<file path="src/rtl/branch_resolution_unit.sv">
// Branch resolution unit: keeps an in-order queue of predicted branches from ID,
// resolves the oldest one from MEM, trains a table of 2-bit saturating counters
// and issues a one-cycle flush/redirect to fetch on a misprediction.
module branch_resolution_unit #(
   parameter int INDEX_BITS  = 6,
   parameter int QUEUE_DEPTH = 4,
   parameter int CNT_W       = 32
) (
   input  logic                           clk,
   input  logic                           reset,
   input  logic [63:0]                    lookup_pc,
   output logic                           lookup_taken,
   input  logic                           push_valid,
   output logic                           push_ready,
   input  logic [63:0]                    push_pc,
   input  logic                           push_pred,
   input  logic                           resolve_valid,
   input  logic                           resolve_taken,
   input  logic [63:0]                    resolve_target,
   output logic                           flush,
   output logic [63:0]                    redirect_pc,
   output logic [$clog2(QUEUE_DEPTH):0]   q_count,
   output logic                           err_overflow,
   output logic                           err_underflow,
   output logic [CNT_W-1:0]               stat_branches,
   output logic [CNT_W-1:0]               stat_mispredicts
);

   localparam int ENTRIES = 1 << INDEX_BITS;
   localparam int PTR_W   = $clog2(QUEUE_DEPTH);
   localparam logic [PTR_W:0] FULL_COUNT = QUEUE_DEPTH[PTR_W:0];

   typedef enum logic [1:0] {ST_INIT, ST_RUN, ST_FLUSH} state_t;

   state_t                  stateReg, stateNext;
   logic [INDEX_BITS-1:0]   initIdxReg;
   logic [1:0]              ctrTable [ENTRIES];

   logic [63:0]             pcQ   [QUEUE_DEPTH];
   logic                    predQ [QUEUE_DEPTH];
   logic [PTR_W-1:0]        headReg, tailReg;
   logic [PTR_W:0]          countReg;

   logic                    flushReg, errOverflowReg, errUnderflowReg;
   logic [63:0]             redirectReg;
   logic [CNT_W-1:0]        statBranchesReg, statMispredictsReg;

   logic                    active, qEmpty, qFull;
   logic                    resolveFire, underflowEv, mispredict, correctPop;
   logic                    pushAllowed, pushFire, overflowEv;
   logic [63:0]             headPc;
   logic                    headPred;
   logic [INDEX_BITS-1:0]   updIdx, lookupIdx;
   logic [1:0]              curCtr, nextCtr;
   logic                    unusedLookupBits;

   // Event decode: what the queue, table and statistics do this cycle
   always_comb begin
      active      = (stateReg != ST_INIT);
      qEmpty      = (countReg == '0);
      qFull       = (countReg == FULL_COUNT);
      headPc      = pcQ[headReg];
      headPred    = predQ[headReg];
      resolveFire = resolve_valid && active && !qEmpty;
      underflowEv = resolve_valid && active && qEmpty;
      mispredict  = resolveFire && (headPred != resolve_taken);
      correctPop  = resolveFire && !mispredict;
      // A correct pop frees a slot, so a push into a full queue is legal then;
      // a push alongside a mispredict is wrong-path and silently dropped.
      pushAllowed = push_valid && (stateReg == ST_RUN) && !mispredict;
      pushFire    = pushAllowed && (!qFull || correctPop);
      overflowEv  = pushAllowed && qFull && !correctPop;
      updIdx      = headPc[INDEX_BITS+1:2];
      lookupIdx   = lookup_pc[INDEX_BITS+1:2];
      curCtr      = ctrTable[updIdx];
      if (resolve_taken) begin
         nextCtr = (curCtr == 2'b11) ? 2'b11 : curCtr + 2'b01;
      end else begin
         nextCtr = (curCtr == 2'b00) ? 2'b00 : curCtr - 2'b01;
      end
   end

   // Next-state logic: sweep the table once, then run; one flush cycle per mispredict
   always_comb begin
      stateNext = stateReg;
      case (stateReg)
         ST_INIT:  if (&initIdxReg) stateNext = ST_RUN;
         ST_RUN:   if (mispredict) stateNext = ST_FLUSH;
         ST_FLUSH: stateNext = mispredict ? ST_FLUSH : ST_RUN;
         default:  stateNext = ST_INIT;
      endcase
   end

   // State register and init sweep index
   always_ff @(posedge clk) begin
      if (reset) begin
         stateReg   <= ST_INIT;
         initIdxReg <= '0;
      end else begin
         stateReg <= stateNext;
         if (stateReg == ST_INIT) initIdxReg <= initIdxReg + 1'b1;
      end
   end

   // Counter table: written to weakly-not-taken during the sweep, trained on resolve
   always_ff @(posedge clk) begin
      if (!reset) begin
         if (stateReg == ST_INIT) begin
            ctrTable[initIdxReg] <= 2'b01;
         end else if (resolveFire) begin
            ctrTable[updIdx] <= nextCtr;
         end
      end
   end

   // Queue payload storage; pointers are handled separately so data needs no reset
   always_ff @(posedge clk) begin
      if (pushFire) begin
         pcQ[tailReg]   <= push_pc;
         predQ[tailReg] <= push_pred;
      end
   end

   // Queue pointers and occupancy; a mispredict drops every younger entry
   always_ff @(posedge clk) begin
      if (reset || mispredict) begin
         headReg  <= '0;
         tailReg  <= '0;
         countReg <= '0;
      end else begin
         if (correctPop) headReg <= headReg + 1'b1;
         if (pushFire)   tailReg <= tailReg + 1'b1;
         case ({pushFire, correctPop})
            2'b10:   countReg <= countReg + 1'b1;
            2'b01:   countReg <= countReg - 1'b1;
            default: countReg <= countReg;
         endcase
      end
   end

   // Flush/redirect pulse, sticky error flags and saturating statistics
   always_ff @(posedge clk) begin
      if (reset) begin
         flushReg           <= 1'b0;
         redirectReg        <= '0;
         errOverflowReg     <= 1'b0;
         errUnderflowReg    <= 1'b0;
         statBranchesReg    <= '0;
         statMispredictsReg <= '0;
      end else begin
         flushReg <= mispredict;
         if (mispredict) begin
            redirectReg <= resolve_taken ? resolve_target : headPc + 64'd4;
            if (!(&statMispredictsReg)) statMispredictsReg <= statMispredictsReg + 1'b1;
         end
         if (resolveFire && !(&statBranchesReg)) statBranchesReg <= statBranchesReg + 1'b1;
         if (overflowEv)  errOverflowReg  <= 1'b1;
         if (underflowEv) errUnderflowReg <= 1'b1;
      end
   end

   assign unusedLookupBits = ^{lookup_pc[63:INDEX_BITS+2], lookup_pc[1:0]};

   assign lookup_taken     = active && ctrTable[lookupIdx][1];
   assign push_ready       = active && !qFull;
   assign flush            = flushReg;
   assign redirect_pc      = redirectReg;
   assign q_count          = countReg;
   assign err_overflow     = errOverflowReg;
   assign err_underflow    = errUnderflowReg;
   assign stat_branches    = statBranchesReg;
   assign stat_mispredicts = statMispredictsReg;

endmodule

</file>
<file path="config.mk">
export PLATFORM = sky130hd
export DESIGN_NAME = branch_resolution_unit
export DESIGN_NICKNAME = d
export VERILOG_FILES = /design/src/rtl/branch_resolution_unit.sv
export SDC_FILE = /design/constraint.sdc
export NUM_CORES = 1
export LEC_CHECK = 0
export BUFFER_PORTS_ARGS = -buffer_cell sky130_fd_sc_hd__buf_2
export CAP_MARGIN = 40
export CORE_MARGIN = 5
export CORE_UTILIZATION = 45
export CTS_BUF_LIST = sky130_fd_sc_hd__clkbuf_4
export DETAILED_ROUTE_END_ITERATION = 10
export MAX_ROUTING_LAYER = met4
export PLACE_DENSITY = 0.74
export SLEW_MARGIN = 25
export SYNTH_ARGS = -nofsm -noshare
export SYNTH_HDL_FRONTEND = slang
export SYNTH_SLANG_ARGS = --single-unit
</file>
<file path="constraint.sdc">
create_clock -name clk -period 6.4 [get_ports clk]
set_clock_uncertainty 0.15 [all_clocks]
set_input_delay 1.28 -clock clk [delete_from_list [all_inputs] [get_ports clk]]
set_output_delay 1.28 -clock clk [all_outputs]
set_load 0.005 [all_outputs]
</file>
======== Word level (Yosys, flattened, before mapping) ========
Memory sizes are Yosys's and may differ from the RTL's. A register that Yosys moved wholly into a read port is not among the register bits.
Cells that the tools add are included.
Widths: inputs -> output; s select.
word-level totals
  flip-flop bits (word level) ............. 146
  RAM bits ................................ 388
  input port bits ......................... 198
  output and inout port bits .............. 136
  word-level logic and storage cells ...... 90
  memories ................................ 3
memories
  name      words  bits a word  read ports  clocked after Yosys merged registers in  write ports  line  RTL
  pcQ       4      64           1           1                                        1            39    logic [63:0] pcQ [QUEUE_DEPTH];
  ctrTable  64     2            2           0                                        1            37    logic [1:0] ctrTable [ENTRIES];
  predQ     4      1            1           1                                        1            40    logic predQ [QUEUE_DEPTH];
cells by class
  add/sub/neg operators ................... 10
  eq/ne operators ......................... 9
  multiplexer cells ....................... 25
  bitwise logic cells ..................... 1
  reduce and logical (&&, ||, !) cells .... 31
operators by type and width
  cell                   number
  $add 32x1->32 const B  2
  $add 64x3->64 const B  1
  $mux 64                1
  $reduce_and 32->1      2
  $mux 2                 11
  $logic_and 1x1->1      13
  $mux 1                 10
  $add 2x1->2 const B    3
  $add 6x1->6 const B    1
  $eq 2x2->1 const B     3
  $mux 6                 1
  $pmux 2 s3             1
  $pmux 3 s2             1
  $reduce_and 6->1       1
  $logic_not 1->1        5
  $eq 2x1->1 const B     2
  $logic_not 2->1        2
  $ne 2x2->1 const B     2
  $reduce_and 2->1       2
  $reduce_bool 2->1      2
  $add 3x1->3 const B    1
  $eq 3x3->1 const B     1
  $logic_not 3->1        1
  $sub 3x1->3 const B    1
  other kinds (5)        6

======== Depth between registers and ports, before layout ========
Gate-level depths: netlist of the first run.
  depth in word-level cells ............... 10
  depth in mapped cells ................... 13
  mapped depth without buffers ............ 9

======== Worst setup path after synthesis of the first run ========
OpenSTA, ideal clock, no wires.
  kind .................................... in2out
  start ................................... input port lookup_pc[2]
  end ..................................... output port lookup_taken
  arrival time ............................ 3.838 ns
  setup slack ............................. 1.132 ns
  stages on the path ...................... 6
  buffers on the path ..................... 2
  path through ............................ clkbuf_1 -> buf_1 -> mux4_2 -> mux4_2 -> mux4_2 -> and2_1
between the ends
  longest elaborated chain between the ends .. 2
RTL lines
  item                line  RTL
  start: declaration  11    input logic [63:0] lookup_pc,
  $mem_v2 64x2        -
  $logic_and 1x1->1   164   assign lookup_taken = active && ctrTable[lookupIdx][1];
  end: declaration    12    output logic lookup_taken,
Every way passes these cells.

======== Final worst setup path of the first run ========
Ends and elaborated chain as after synthesis.

==> reports/metrics.yaml, run 1 <==
std_cell_rows: 82
critPathRequiredTime_ps: 4970
fin_crit_ps: 5150
slew_headroom: 0.459
pre_cts_ws_ps: 1200
cts_tree: "yes"
area_growth_pct: 17.8
synthAdderAreaFrac: 0.00616
setup_viol: 0
grt_max_degree: 79
synthCells: 1631
globalRouteOverflowTotal: 0
ctsHoldBuffers: 0
drv_cap: 0
synth_top_family_by_area: "multiplexers"
netlist.area_leader.share: 0.512
r2r_slack_ps: 1970
final_util: 0.536
crit_fanout: 16
post_cts_resized: 0
synth_xor_area_frac: 0.0482
firstDrtPassIters: 6
synth_mux_area_frac: 0.125
fin_crit_sh: 0.804
cts.reportedPaths.clkPinSlew_ps: 50
synth_largest_area_cell: "edfxtp_1"
core_area_um2: 50100
swShare: 0.216
rsz0062_at_grt: "false"
grt_pass1_wl_um: 86200
final_nets: 2199
whs_path_depth: 2
syn_nets: 1838
synth_seq_cells: 536
ir_worst_vdd_uv: 186
drt_iter0_markers: 959
outcome: "completed"
p_int_mw: 5.34
powerDensity_nw_per_um2: 254
hp-start: "redirect_pc[1]"
dp.cells: 2524
vias: 15100
synth_edf_count: 388
cts_setup_buffers: 0
end_kind: "output port"
wl_per_cell_um: 19.9
arrival_ps: 3720
tns_ps: 0
htree_num_levels: 4
start_kind: "input port"
die_width_um: 235
antenna_left: 0
ioPinCount: 334
max_freq_mhz: 194
yosys-top-cells-area: "edfxtp_1, dfxtp_1, mux4_2, nor2_1, mux2i_1"
ys_dominant_reg_cell: "edfxtp_1"
finalWorstSetupSlack_ps: 1250
cts-root-buf: "clkbuf_4"
multiInputGateArea_um2: 7730
ys_types: 65
ff_latch_area_um2: 14600
place_hpwl_um: 37700
cts_sinks: 536
grt_util_all_layers: 0.205
synth_compound_area_frac: 0.0514
portBuffers: 275
layout_commonest_cell: "edfxtp_1"
critPathKind: "in2out"
initial_core_util: 0.455
die_h_um: 235
viasPerCell: 5.40
combPwrFrac: 0.020
finalWeightedCongestion: 0.860
worst_pin_slew_ps: 811
drive_gt1_frac: 0.307
ys_async_sr_fraction: 0
fillCellCount: 4249
first_global_vias: 15600
holdWs_ps: 300
seq_area_frac_synth: 0.642
hold_viol: 0
leakagePower_nw: 9.55
clockBufferDepth: 3
p_seq_frac: 0.545
synthesis.area_um2: 22800
antenna_found_initial: 17
critical_path.startpoint: "lookup_pc[2]"
min_path_type: "reg2reg"
die-area_um2: 55200
reg2regPathDepth: 9
synthesis.yosys.warnings: 0
final-instance-count-excl-fill: 2793
drc: 0
p_switching_mw: 1.47
synthSimpleGateAreaFrac: 0.107
drt-total-wl_um: 55700
slew_viol_final: 0
clk_latency_ps: 950
p_clk_frac: 0.435
synth_area_per_cell_um2: 14.0
cts_buffers: 136
final_cell_mix: "edfxtp_1, buf_2, clkbuf_4"
[through the flow]
step	total power, mW	area, um^2
after floorplan	3.84	22800
after global placement	3.91	24800
after detailed placement	3.92	24900
after CTS	6.89	26700
after global routing	7.10	26800
final	6.81	26800
[final cells by class]
class	count	area share
Inverter	25	0.00350
Multi-Input combinational cell	996	0.288
Tap cell	672	0.0313
Antenna cell	18	0.00168
Clock inverter	47	0.0108
Sequential cell	536	0.545
Clock buffer	202	0.0565
Timing Repair Buffer	297	0.0627
[final timing paths]
path,endpoint
setup / recovery,lookup_taken
hold / removal,redirect_pc[1]
setup reg to reg,ctrTable[29][1]
hold reg to reg,redirect_pc[1]
[critical path: stages]
cell and delay, ps:
buf_2 480, mux4_2 590, mux4_2 520, mux4_2 500
and2_1 200, buf_2 130
[cells in the mapped netlist, drive strengths merged, types with 20 or more instances]
cell    count
a22oi      49
inv        25
nand3      49
nand2     103
o21ai      81
nor3       30
clkbuf     45
xnor2      70
edfxtp    388
a21oi      36
mux2i      65
dfxtp     148
nor2      196
xor2       53
nand4      32
mux4       93
or3        20
buf        29
[cell families (layout without fill, tap and decap cells)]
| group | Yosys count | count (layout) |
|---|---|---|
| simple gates | 504 | 504 |
| buf+inv | 99 | 571 |
| mux | 167 | 167 |
| flops | 536 | 536 |
| xor+xnor | 123 | 123 |
| other cells | 0 | 18 |
| fa+ha+maj | 11 | 11 |
| compound gates | 191 | 191 |
[power by group through the flow]
stage          Sequential (mW)  Clock (mW)  Combinational [mW]
2_1_floorplan             3.78           0              0.0548
3_3_place_gp              3.78           0               0.128
3_5_place_dp              3.78           0               0.135
4_1_cts                   3.71        3.05               0.135
5_1_grt                   3.70        3.25               0.149
6_report                  3.71        2.96               0.136
[sequential cells by signal, summed over array words and instances, names as in the netlist, 3 cells and up, named ones only]
signal            count
predQ                 4
stat_branches        32
initIdxReg            6
redirect_pc          64
pcQ                 256
stat_mispredicts     32
q_count               3
ctrTable            128
[metal layers]
layer / track usage / vias to the layer above / part of all wire
li1: - / 7014 / -
met1: 0.238 / 7434 / 0.40
met2: 0.336 / 548 / 0.50
met3: 0.0677 / 87 / 0.080
met4: 0.0727 / 0 / 0.020
met5: - / - / 0
Note: power is estimated with default switching activity, not from simulation.
==> run 2: changes to the inputs <==
--- a/config.mk
+++ b/config.mk
@@ -12,7 +12,7 @@
 export CTS_BUF_LIST = sky130_fd_sc_hd__clkbuf_4
 export DETAILED_ROUTE_END_ITERATION = 10
 export MAX_ROUTING_LAYER = met4
-export PLACE_DENSITY = 0.74
+export PLACE_DENSITY = 0.77
 export SLEW_MARGIN = 25
 export SYNTH_ARGS = -nofsm -noshare
 export SYNTH_HDL_FRONTEND = slang
==> constraint.sdc (replaced) <==
create_clock -name clk -period 4.7 [get_ports clk]
set_clock_uncertainty 0.15 [all_clocks]
set_input_delay 0.94 -clock clk [delete_from_list [all_inputs] [get_ports clk]]
set_output_delay 0.94 -clock clk [all_outputs]
set_load 0.005 [all_outputs]
==> run 2 against run 1 <==
  * Total power increased by 40%
  * Largest cell class unchanged
  * Sequential share of layout area fell by 2.0 points
  * Die area unchanged
  * Design area grew 3.8%
  * Global-route usage rose by 0.86 points
  * Sequential cell count did not move
  * Wire length is 5.1% higher
  * Clock power up 43%
  * First-iteration DRC count increased by 25%
  * Setup slack got worse by 950 ps
==> reports/metrics.yaml, run 2 (same netlist as run 1, synthesis figures left out) <==
setup_viol: 0  # unchanged
firstDrtPassIters: 5  # -1
start_kind: "input port"
die-area_um2: 55200  # unchanged
critPathKind: "in2out"
initial_core_util: 0.455  # unchanged
drv_cap: 0  # unchanged
critPathRequiredTime_ps: 3610  # -1360 ps
antenna_left: 0  # unchanged
grt_util_all_layers: 0.213  # +0.00861
cts.reportedPaths.clkPinSlew_ps: 80  # +30 ps
cts_buffers: 138  # +1.5%
leakagePower_nw: 10.0  # +5.0%
drc: 0  # unchanged
fin_crit_ps: 4390
std_cell_rows: 82  # unchanged
drt_iter0_markers: 1203  # +25%
rsz0062_at_grt: "false"
fillCellCount: 3997  # -5.9%
wl_per_cell_um: 20.3  # +1.9%
die_width_um: 235  # unchanged
drt-total-wl_um: 58500  # +5.1%
met1_usage: 0.244  # +0.00569
pre_cts_ws_ps: 319  # -883 ps
clk_latency_ps: 920  # -30 ps
cts_tree: "yes"
crit_fanout: 11  # -5
grt_max_degree: 79  # unchanged
finalWeightedCongestion: 0.879  # +2.2%
slew_viol_final: 0  # unchanged
globalRouteOverflowTotal: 0  # unchanged
busiest_layer: "met2"
ir_worst_vdd_uv: 255  # +37%
grt_pass1_wl_um: 89800  # +4.2%
final_cell_mix: "edfxtp_1, buf_2, clkbuf_4"
grt_use_met3: 0.0621  # -0.00551
fin_crit_sh: 0.935
outcome: "completed"
htree_num_levels: 4  # unchanged
die_h_um: 235  # unchanged
viasPerCell: 5.50  # +1.8%
portBuffers: 275  # unchanged
area_growth_pct: 22.3
layout_commonest_cell: "edfxtp_1"
top_register: "pcQ"
powerDensity_nw_per_um2: 343  # +35%
clockBufferDepth: 3  # unchanged
cts_setup_buffers: 0  # unchanged
tns_ps: 0  # unchanged
arrival_ps: 3300  # -420 ps
ioPinCount: 334  # unchanged
end_kind: "output port"
slew_headroom: 0.421  # -0.0386
min_path_type: "in2reg"
drive_gt1_frac: 0.304  # -0.00309
cts_sinks: 536  # unchanged
cts-root-buf: "clkbuf_4"
use_met2: 0.350  # +0.0141
place_hpwl_um: 38700  # +2.7%
first_global_vias: 16300  # +4.5%
worst_pin_slew_ps: 861  # +50.0 ps
vias: 15800  # +5.1%
final_nets: 2300  # +4.6%
largest_register_ffs: 256  # unchanged
finalWorstSetupSlack_ps: 306  # -947 ps
hold_viol: 0  # unchanged
core_area_um2: 50100  # unchanged
antenna_found_initial: 9  # -8
max_freq_mhz: 228
## run 2: changes by cell type in the layout (fill, tap and decap cells not counted), moves of 2 or more
cell and delta:
dlygate4sd3_1 +88, clkinv_1 -16, clkbuf_4 +14, buf_4 +11, diode_2 -8, buf_12 +2, bufinv_16 +2, clkinvlp_4 -2
inv_2 +2
## run 2: metal layers
| layer | wire, um | vias to the layer above |
|---|---|---|
| met5 | 0 | - |
| li1 | - | 7204 |
| met2 | 29300 | 773 |
| met4 | 2070 | 0 |
| met1 | 21900 | 7717 |
| met3 | 5300 | 152 |
## run 2: timing repair
item / CTS / global route
hold buffers: 88 / 0
gates resized for setup: 0 / 0
endpoints found under the hold margin: 253 / 0
## run 2: critical path, stage by stage
cell and delay [ps]:
buf_2 250, buf_12 200, mux4_2 500, mux4_2 540
mux4_2 540, and2_1 190, buf_2 130
## run 2: path summary, 6_finish.rpt
| kind | from | end | slack [ps] | cells after the start |
|---|---|---|---|---|
| worst max-delay path | lookup_pc[2] | lookup_taken | 310 | 7 |
| worst min-delay path | resolve_target[25] | redirect_pc[25] | 110 | 3 |
| worst max register to register | flop | ctrTable[24][0] | 630 | 9 |
| worst min register to register | redirect_pc[5] | redirect_pc[5] | 300 | 2 |
## run 2: area by class of cell
cell class                 count  area, um^2  share of cell area
clock inverter                31         268             0.00962
inverter                      25        93.8             0.00337
timing repair buffer         396        2640              0.0949
multi-input combinational    996        7730               0.278
antenna                       10        25.0            0.000899
sequential                   536       14600               0.525
tap                          672         841              0.0302
clock buffer                 216        1620              0.0583
## run 2: power by group
part / internal [mW] / total [mW] / leakage (nW) / switching [mW]
clock: 2.36 / 4.24 / 1.13 / 1.88
combinational: 0.128 / 0.263 / 4.12 / 0.135
sequential: 5.04 / 5.05 / 4.78 / 0.00531
total: 7.53 / 9.55 / 10.0 / 2.02
## run 2: through the flow
step | utilization | instances | area [um^2] | hold WS [ps] | power (mW)
floorplan | - | 1631 | 22800 | 293 | 5.23
global placement | 0.499 | 2533 | 25000 | 282 | 5.33
detailed placement | 0.500 | 2536 | 25000 | 288 | 5.35
CTS | 0.555 | 2871 | 27800 | 0.517 | 9.65
global route | 0.556 | 2881 | 27800 | 52.1 | 9.92
finish | 0.556 | 2882 | 27800 | 105 | 9.55
==> run 3: changes to the inputs <==
==> constraint.sdc (replaced) <==
create_clock -name clk -period 4.7 [get_ports clk]
set_clock_uncertainty 0.15 [all_clocks]
set_input_delay 0.94 -clock clk [delete_from_list [all_inputs] [get_ports clk]]
set_output_delay 0.94 -clock clk [all_outputs]
set_load 0.02 [all_outputs]
==> run 3 against run 2 <==
  * Sequential share of layout area about the same
  * First-iteration DRC count grew 15%
  * Largest cell class unchanged
  * Die area unchanged
  * Clock power fell by 5%
  * Wire length grew 1.7%
  * Sequential cell count did not move
  * Cell count up 0.24%
  * Core utilization about the same
==> reports/metrics.yaml, run 3 (same netlist as run 1, synthesis figures left out) <==
antenna_found_initial: 6  # -3
p_int_mw: 7.32  # -2.9%
die_width_um: 235  # unchanged
finalWorstSetupSlack_ps: 274  # -31.7 ps
portBuffers: 275  # unchanged
ioPinCount: 334  # unchanged
place_hpwl_um: 38700  # about the same
min_path_type: "in2reg"
holdWs_ps: 123  # +17.6 ps
final-instance-count-excl-fill: 2889  # +0.24%
die_h_um: 235  # unchanged
pre_cts_ws_ps: 269  # -50.0 ps
swShare: 0.218  # +0.00667
path_cells: "buf_2 > buf_12 > mux4_2 > mux4_2 > mux4_2 > and2_1 > buf_2"
grt_max_degree: 79  # unchanged
area_growth_pct: 22.3  # about the same
viasPerCell: 5.56  # +1.0%
slew_viol_final: 0  # unchanged
final_util: 0.556  # about the same
grt_pass1_wl_um: 92000  # +2.5%
final_nets: 2310  # +0.43%
initial_core_util: 0.455  # unchanged
tns_ps: 0  # unchanged
end_kind: "output port"
top_register: "pcQ"
crit_fanout: 11  # unchanged
leakagePower_nw: 9.99  # -0.35%
slowest_delay_ps: 530  # about the same
placed_cell_area_um2: 25000  # about the same
std_cell_rows: 82  # unchanged
clockBufferDepth: 3  # unchanged
core_area_um2: 50100  # unchanged
final_area_um2: 27800  # about the same
worst_pin_slew_ps: 856  # -5.67 ps
largest_register_ffs: 256  # unchanged
cts_tree: "yes"
cts_setup_buffers: 0  # unchanged
antenna_left: 0  # unchanged
outcome: "completed"
layout_commonest_cell: "edfxtp_1"
firstDrtPassIters: 6  # +1
combPwrFrac: 0.029  # about the same
start_kind: "input port"
fin_crit_sh: 0.942  # +0.00674
rsz0062_at_grt: "false"
cts-root-buf: "clkbuf_4"
p_clk_frac: 0.431  # -0.013
cts_sinks: 536  # unchanged
dp.cells: 2532  # -0.16%
p_seq_frac: 0.540  # +0.012
first_global_vias: 16900  # +3.3%
die-area_um2: 55200  # unchanged
cts_buffers: 140  # +1.4%
wl_per_cell_um: 20.6  # +1.4%
slowest_stage: "mux4_2"
drt_iter0_markers: 1379  # +15%
ir_worst_vdd_uv: 265  # +3.8%
total_power_mw: 9.36  # -2.1%
fillCellCount: 4052  # +1.4%
drc: 0  # unchanged
cp_common_cell: "mux4_2"
max_freq_mhz: 226  # -0.72%
finalWeightedCongestion: 0.881  # +0.25%
arrival_ps: 3340  # +40 ps
critPathRequiredTime_ps: 3610  # about the same
critPathKind: "in2out"
vias: 16000  # +1.3%
hold_viol: 0  # unchanged
final_cell_mix: "edfxtp_1, buf_2, clkbuf_4"
setup_viol: 0  # unchanged
drive_gt1_frac: 0.298  # -0.00590
grt_util_all_layers: 0.218  # +0.00418
cp_top_family: "multiplexers"
p_switching_mw: 2.04  # +1.0%
slew_headroom: 0.428  # +0.00697
crit_buf_inv: 3  # unchanged
drv_cap: 0  # unchanged
htree_num_levels: 4  # unchanged
clk_latency_ps: 940  # +20 ps
powerDensity_nw_per_um2: 336  # -2.1%
drt-total-wl_um: 59500  # +1.7%
globalRouteOverflowTotal: 0  # unchanged
cts.reportedPaths.clkPinSlew_ps: 70  # about the same
fin_crit_ps: 4430  # +31.7 ps
run 3: cell types whose count changed in the layout (fill, tap and decap cells not counted):
cell / before / now
clkinvlp_4: 2 / 6
bufinv_16: 5 / 1
clkinv_1: 13 / 22
diode_2: 10 / 7
buf_12: 8 / 9
buf_4: 22 / 17
clkbuf_4: 216 / 215
buf_2: 275 / 276
dlygate4sd3_1: 88 / 100
buf_1: 1 / 0
clkinv_2: 6 / 1
clkinv_4: 1 / 0
run 3: per-layer routing:
metal	vias to the layer above	routed length [um]	global-route usage
met5	-	0	-
met4	0	1690	0.0839
met2	795	30100	0.361
li1	7219	-	-
met3	136	5470	0.0616
met1	7899	22300	0.253
run 3: worst paths after layout:
path	start	end	slack [ps]	depth (start not counted)
max reg2reg	flop	redirect_pc[63]	710	10
max	lookup_pc[2]	lookup_taken	270	7
min	resolve_target[29]	redirect_pc[29]	120	3
min reg2reg	redirect_pc[13]	redirect_pc[13]	300	2
run 3: layout make-up:
class | count | area (um^2) | area share
Sequential cell | 536 | 14600 | 0.525
Clock buffer | 215 | 1610 | 0.0580
Tap cell | 672 | 841 | 0.0302
Antenna cell | 7 | 17.5 | 0.000629
Multi-Input combinational cell | 996 | 7730 | 0.278
Timing Repair Buffer | 404 | 2750 | 0.0986
Clock inverter | 34 | 178 | 0.00638
Inverter | 25 | 93.8 | 0.00337
run 3: power groups by stage:
stage | Clock (mW) | Combinational (mW) | Sequential [mW]
global placement | 0 | 0.182 | 5.15
global route | 4.43 | 0.289 | 5.04
finish | 4.04 | 0.271 | 5.05
CTS | 4.14 | 0.264 | 5.05
floorplan | 0 | 0.0747 | 5.15
detailed placement | 0 | 0.193 | 5.15
run 3: worst min-delay path, stage by stage:
cell	delay (ps)
buf_2	70
a22oi_1	60
o21ai_1	80
run 3: timing repair:
action                    4_1_cts  5_1_grt
gates resized for setup         0        0
hold buffers                  100        0
hold endpoints to repair      285        0
